--- src/rtl/pio_input_capture.sv ---
// Avalon-MM input PIO: synchroniser, per-bit debounce, edge select, W1C edge capture, masked IRQ.
// Define DEBOUNCE_EN to build the debounce counters and the db_thresh register (addr 6).
module pio_input_capture #(
  parameter int               WIDTH      = 10,
  parameter int               DB_CNT_W   = 16,
  parameter int               DB_RESET   = 50000,
  parameter logic [WIDTH-1:0] RISE_RESET = '1,
  parameter logic [WIDTH-1:0] FALL_RESET = '0
) (
  input  logic             clk,
  input  logic             reset_n,
  input  logic             chipselect,
  input  logic [2:0]       address,
  input  logic             write_n,
  input  logic [31:0]      writedata,
  input  logic [WIDTH-1:0] in_port,
  output logic [31:0]      readdata,
  output logic             irq
);

  logic [WIDTH-1:0] s1, s2, stable, prev;
  logic [WIDTH-1:0] irq_mask, edge_capture, rise_en, fall_en;
  logic [WIDTH-1:0] rise, fall, clr;
  logic             wr_en;
  logic             unused_wdata;

  assign wr_en        = chipselect && !write_n;
  assign unused_wdata = ^writedata;

  always_ff @(posedge clk or negedge reset_n) begin
    if (!reset_n) begin
      s1   <= '0;
      s2   <= '0;
      prev <= '0;
    end else begin
      s1   <= in_port;
      s2   <= s1;
      prev <= stable;
    end
  end

`ifdef DEBOUNCE_EN
  logic [DB_CNT_W-1:0] db_thresh;
  logic [DB_CNT_W-1:0] cnt     [WIDTH];
  logic [DB_CNT_W:0]   cnt_inc [WIDTH];
  logic [DB_CNT_W:0]   thresh_eff;

  // A threshold of zero is treated as one so a differing sample is accepted next edge.
  assign thresh_eff = (db_thresh == '0) ? {{DB_CNT_W{1'b0}}, 1'b1} : {1'b0, db_thresh};

  always_comb begin
    for (int i = 0; i < WIDTH; i++) begin
      cnt_inc[i] = {1'b0, cnt[i]} + {{DB_CNT_W{1'b0}}, 1'b1};
    end
  end

  always_ff @(posedge clk or negedge reset_n) begin
    if (!reset_n) begin
      stable <= '0;
      for (int i = 0; i < WIDTH; i++) cnt[i] <= '0;
    end else begin
      for (int i = 0; i < WIDTH; i++) begin
        if (s2[i] == stable[i]) begin
          cnt[i] <= '0;
        end else if (cnt_inc[i] >= thresh_eff) begin
          stable[i] <= s2[i];
          cnt[i]    <= '0;
        end else if (!cnt_inc[i][DB_CNT_W]) begin
          cnt[i] <= cnt_inc[i][DB_CNT_W-1:0];
        end
      end
    end
  end

  always_ff @(posedge clk or negedge reset_n) begin
    if (!reset_n) begin
      db_thresh <= DB_CNT_W'(DB_RESET);
    end else if (wr_en && address == 3'd6) begin
      db_thresh <= writedata[DB_CNT_W-1:0];
    end
  end
`else
  always_ff @(posedge clk or negedge reset_n) begin
    if (!reset_n) stable <= '0;
    else          stable <= s2;
  end
`endif

  assign rise = stable & ~prev & rise_en;
  assign fall = ~stable & prev & fall_en;
  assign clr  = (wr_en && address == 3'd3) ? writedata[WIDTH-1:0] : '0;

  // New edges are OR-ed in after the clear so a simultaneous set survives the W1C.
  always_ff @(posedge clk or negedge reset_n) begin
    if (!reset_n) begin
      irq_mask     <= '0;
      rise_en      <= RISE_RESET;
      fall_en      <= FALL_RESET;
      edge_capture <= '0;
    end else begin
      if (wr_en && address == 3'd2) irq_mask <= writedata[WIDTH-1:0];
      if (wr_en && address == 3'd4) rise_en  <= writedata[WIDTH-1:0];
      if (wr_en && address == 3'd5) fall_en  <= writedata[WIDTH-1:0];
      edge_capture <= (edge_capture & ~clr) | rise | fall;
    end
  end

  always_ff @(posedge clk or negedge reset_n) begin
    if (!reset_n) begin
      readdata <= '0;
    end else begin
      case (address)
        3'd0:    readdata <= 32'(stable);
        3'd2:    readdata <= 32'(irq_mask);
        3'd3:    readdata <= 32'(edge_capture);
        3'd4:    readdata <= 32'(rise_en);
        3'd5:    readdata <= 32'(fall_en);
`ifdef DEBOUNCE_EN
        3'd6:    readdata <= 32'(db_thresh);
`endif
        default: readdata <= '0;
      endcase
    end
  end

  assign irq = |(edge_capture & irq_mask);

endmodule

--- config.mk ---
export PLATFORM = sky130hd
export DESIGN_NAME = pio_input_capture
export DESIGN_NICKNAME = d
export VERILOG_FILES = /design/src/rtl/pio_input_capture.sv
export SDC_FILE = /design/constraint.sdc
export NUM_CORES = 1
export LEC_CHECK = 0
export CORE_MARGIN = 1
export CORE_UTILIZATION = 42
export CTS_CLUSTER_SIZE = 28
export DETAILED_ROUTE_END_ITERATION = 16
export PLACE_DENSITY_LB_ADDON = 0.2
export SYNTH_ARGS = -nofsm -noshare
export SYNTH_HDL_FRONTEND = slang
export SYNTH_SLANG_ARGS = --single-unit
--- constraint.sdc ---
create_clock -name clk -period 1.45 [get_ports clk]
set_clock_uncertainty 0.15 [all_clocks]
set_input_delay 0.145 -clock clk [delete_from_list [all_inputs] [get_ports clk]]
set_output_delay 0.145 -clock clk [all_outputs]
set_load 0.05 [all_outputs]
==> out/metrics.cfg <==
[clock_tree]
clk_path_buf_depth=2
clock_sink_count=90
cts.htree.levels=3
root_buffer=clkbuf_8
numCtsBuffers=9
worst_skew_pair.late_latency_ns=0.35
cts_tree=built
clkTransAtPathRegs_ns=0.09

[detailed_routing]
drt_iter0_drc=98
vias=2239
dr.pass1.iters=5
wl_mm=7.28
drtAntennaViolNets=0
wire_per_inst_um=16.5
vias_per_cell=5.08
drc=0

[cells_and_area]
final_common_cell=dfrtp_1
final_layout_size_suffix_gt1_share_pct=27.7
antenna_cells=0
postLayoutCellArea_um2=4700
nets=380
final_cell_mix=80 x dfrtp_1, 22 x conb_1, 21 x buf_4
syn2layout_area_growth_pct=29.7

[timing]
tightest_slew_ns=0.620
drv_slew=0
fmax_mhz=543
fin_crit_sh_pct=127
slew_headroom_pct=58.5
min_period_ns=1.84
holdWs_ns=0.0681
tns_ns=-0.392
rsz0062_at_grt=true
setup_viol=2
finalWorstSetupSlack_ns=-0.391
hold_viol_final=0

[synthesis]
yosys-top-cells-area=dfrtp_1 55%, dfstp_2 7.2%, mux2_1 6.2%
yosysTopAreaCell=dfrtp_1
ys_seq_area_share_pct=62.4
synthFlopType=dfrtp_1
async_flop_share_pct=100
ys_ff_latch=90
synth_top_area_share_pct=55.2
syn_area_um2=3630
synth_cell_type_count=32
syn-mean-instance-area_um2=14.0
yosys_warnings=0
syn_inst=260
synth_edf_count=0

[floorplanning]
start_util_pct=43.7
die_area_um2=9010
rows=33
die_w_um=94.9
chipHeight_um=94.9
io-pin-count=82
core_region_area_um2=8300

[power_and_ir_drop]
power_leakage_nw=2.08
power_density_nw_per_um2=1350
total_power_mw=6.37
vdd_drop_max_mv=0.651

[setup_path]
path_depth=4
critPathLaunchType=flop
cp.arrival_ns=1.55
cp_data_required_time_ns=1.15
cpLargestDelayFamily=compound AO/OA/AOI/OAI gates
critPathBufInv=1
critPathMaxStageDelay_ns=0.38
crit_chain=a22o_1 -> a221oi_2 -> nand4_1 -> buf_6
rr_worst_depth=3
cp_max_fo=2
criticalPathCategory=reg -> out
slowest_stage=dfrtp_1
end_kind=output port

[run_status]
outcome=finished with violations
violations=setup timing

[worst_hold_path]
hp-class=in -> reg
min_path_cells=1

[place]
globalplace.congestion=0.775
place_ws_ns=-0.437
dp_hpwl_mm=4.63
post_dp_cell_area_um2=4290
port-buffer-count=37

[global_route]
grt_max_degree=91
grt_pass1_vias=2300
grt_util_all_layers_pct=18.1
overflow=0
grt_pass1_wl_mm=11.9
grt_antenna_before_repair=0

[run]
drv_cap=0

==> where the power goes <==
group	internal [mW]	switching [mW]	total (mW)
Clock	1.24	0.828	2.07
Sequential	2.87	0.244	3.11
Combinational	0.601	0.583	1.18
Total	4.71	1.66	6.37
==> final timing paths <==
kind | endpoint | slack (ns) | startpoint
max in group asynchronous | rise_en[8] | 0.55 | reset_n
hold reg to reg | s2[7] | 0.20 | s1[7]
setup reg to reg | readdata[1] | 0.16 | rise_en[1]
setup / recovery | irq | -0.39 | irq_mask[6]
hold / removal | s1[4] | 0.07 | in_port[4]
min in group asynchronous | s1[0] | 0.21 | reset_n
==> synth_stat cells, drive strengths merged (4+ instances only) <==
| cell | n |
|---|---|
| nor2b | 5 |
| a221o | 4 |
| a22oi | 14 |
| dfrtp | 80 |
| dfstp | 10 |
| mux2 | 30 |
| a21o | 6 |
| mux2i | 10 |
| nand2 | 16 |
| o221ai | 9 |
| inv | 4 |
| nand3 | 6 |
| buf | 31 |
| nand3b | 11 |
| o21ai | 10 |
==> through the flow <==
step | instances | util [%]
final | 441 | 56.7
after global routing | 441 | 56.7
after CTS | 440 | 56.1
after detailed placement | 415 | 51.6
after global placement | 415 | 51.6
after floorplan | 281 | -
==> layer usage <==
metal / wire [um] / vias up / part of all wire (%) / track usage [%]
met3: 363 / 7 / 5.0 / 5.64
met4: 103 / 0 / 1.4 / 4.80
met1: 3480 / 1127 / 48 / 24.9
li1: - / 1034 / - / -
met2: 3330 / 71 / 46 / 27.7
met5: 0 / - / 0 / 0
==> timing repair <==
| action | CTS | global route |
|---|---|---|
| hold buffers | 1 | 0 |
| setup buffers | 6 | 1 |
| pin swaps | 7 | 4 |
| resized for setup | 14 | 12 |
| setup endpoints to repair | 33 | 42 |
| endpoints found under the hold margin | 80 | 0 |
| gates cloned | 2 | 0 |
==> area by class of cell <==
class | count | area (um^2)
fill | 668 | 3590
sequential | 90 | 2260
multi-input combinational | 156 | 1240
timing repair buffer | 70 | 796
clock buffer | 12 | 155
tap | 105 | 131
clock inverter | 4 | 97.6
inverter | 4 | 15.0
==> state kept, by name, summed over array words and instances (netlist names) <==
register	cells
readdata	10
edge_capture	10
irq_mask	10
fall_en	10
rise_en	10
s2	10
prev	10
stable	10
s1	10
==> worst register-to-register path: cells and delay by family, from the launching register on <==
family,cells,cell delay (ns)
flops,1,0.55
mux,1,0.07
compound gates,1,0.21
simple gates,1,0.21
==> kinds of logic after synthesis <==
kind of cell | count (synthesis) | share of synthesized area, %
other cells | 1 | 0.103
flops | 90 | 62.4
buf+inv | 35 | 6.55
compound gates | 46 | 9.41
mux | 40 | 13.1
simple gates | 48 | 8.41
(Power assumes the default switching activity.)
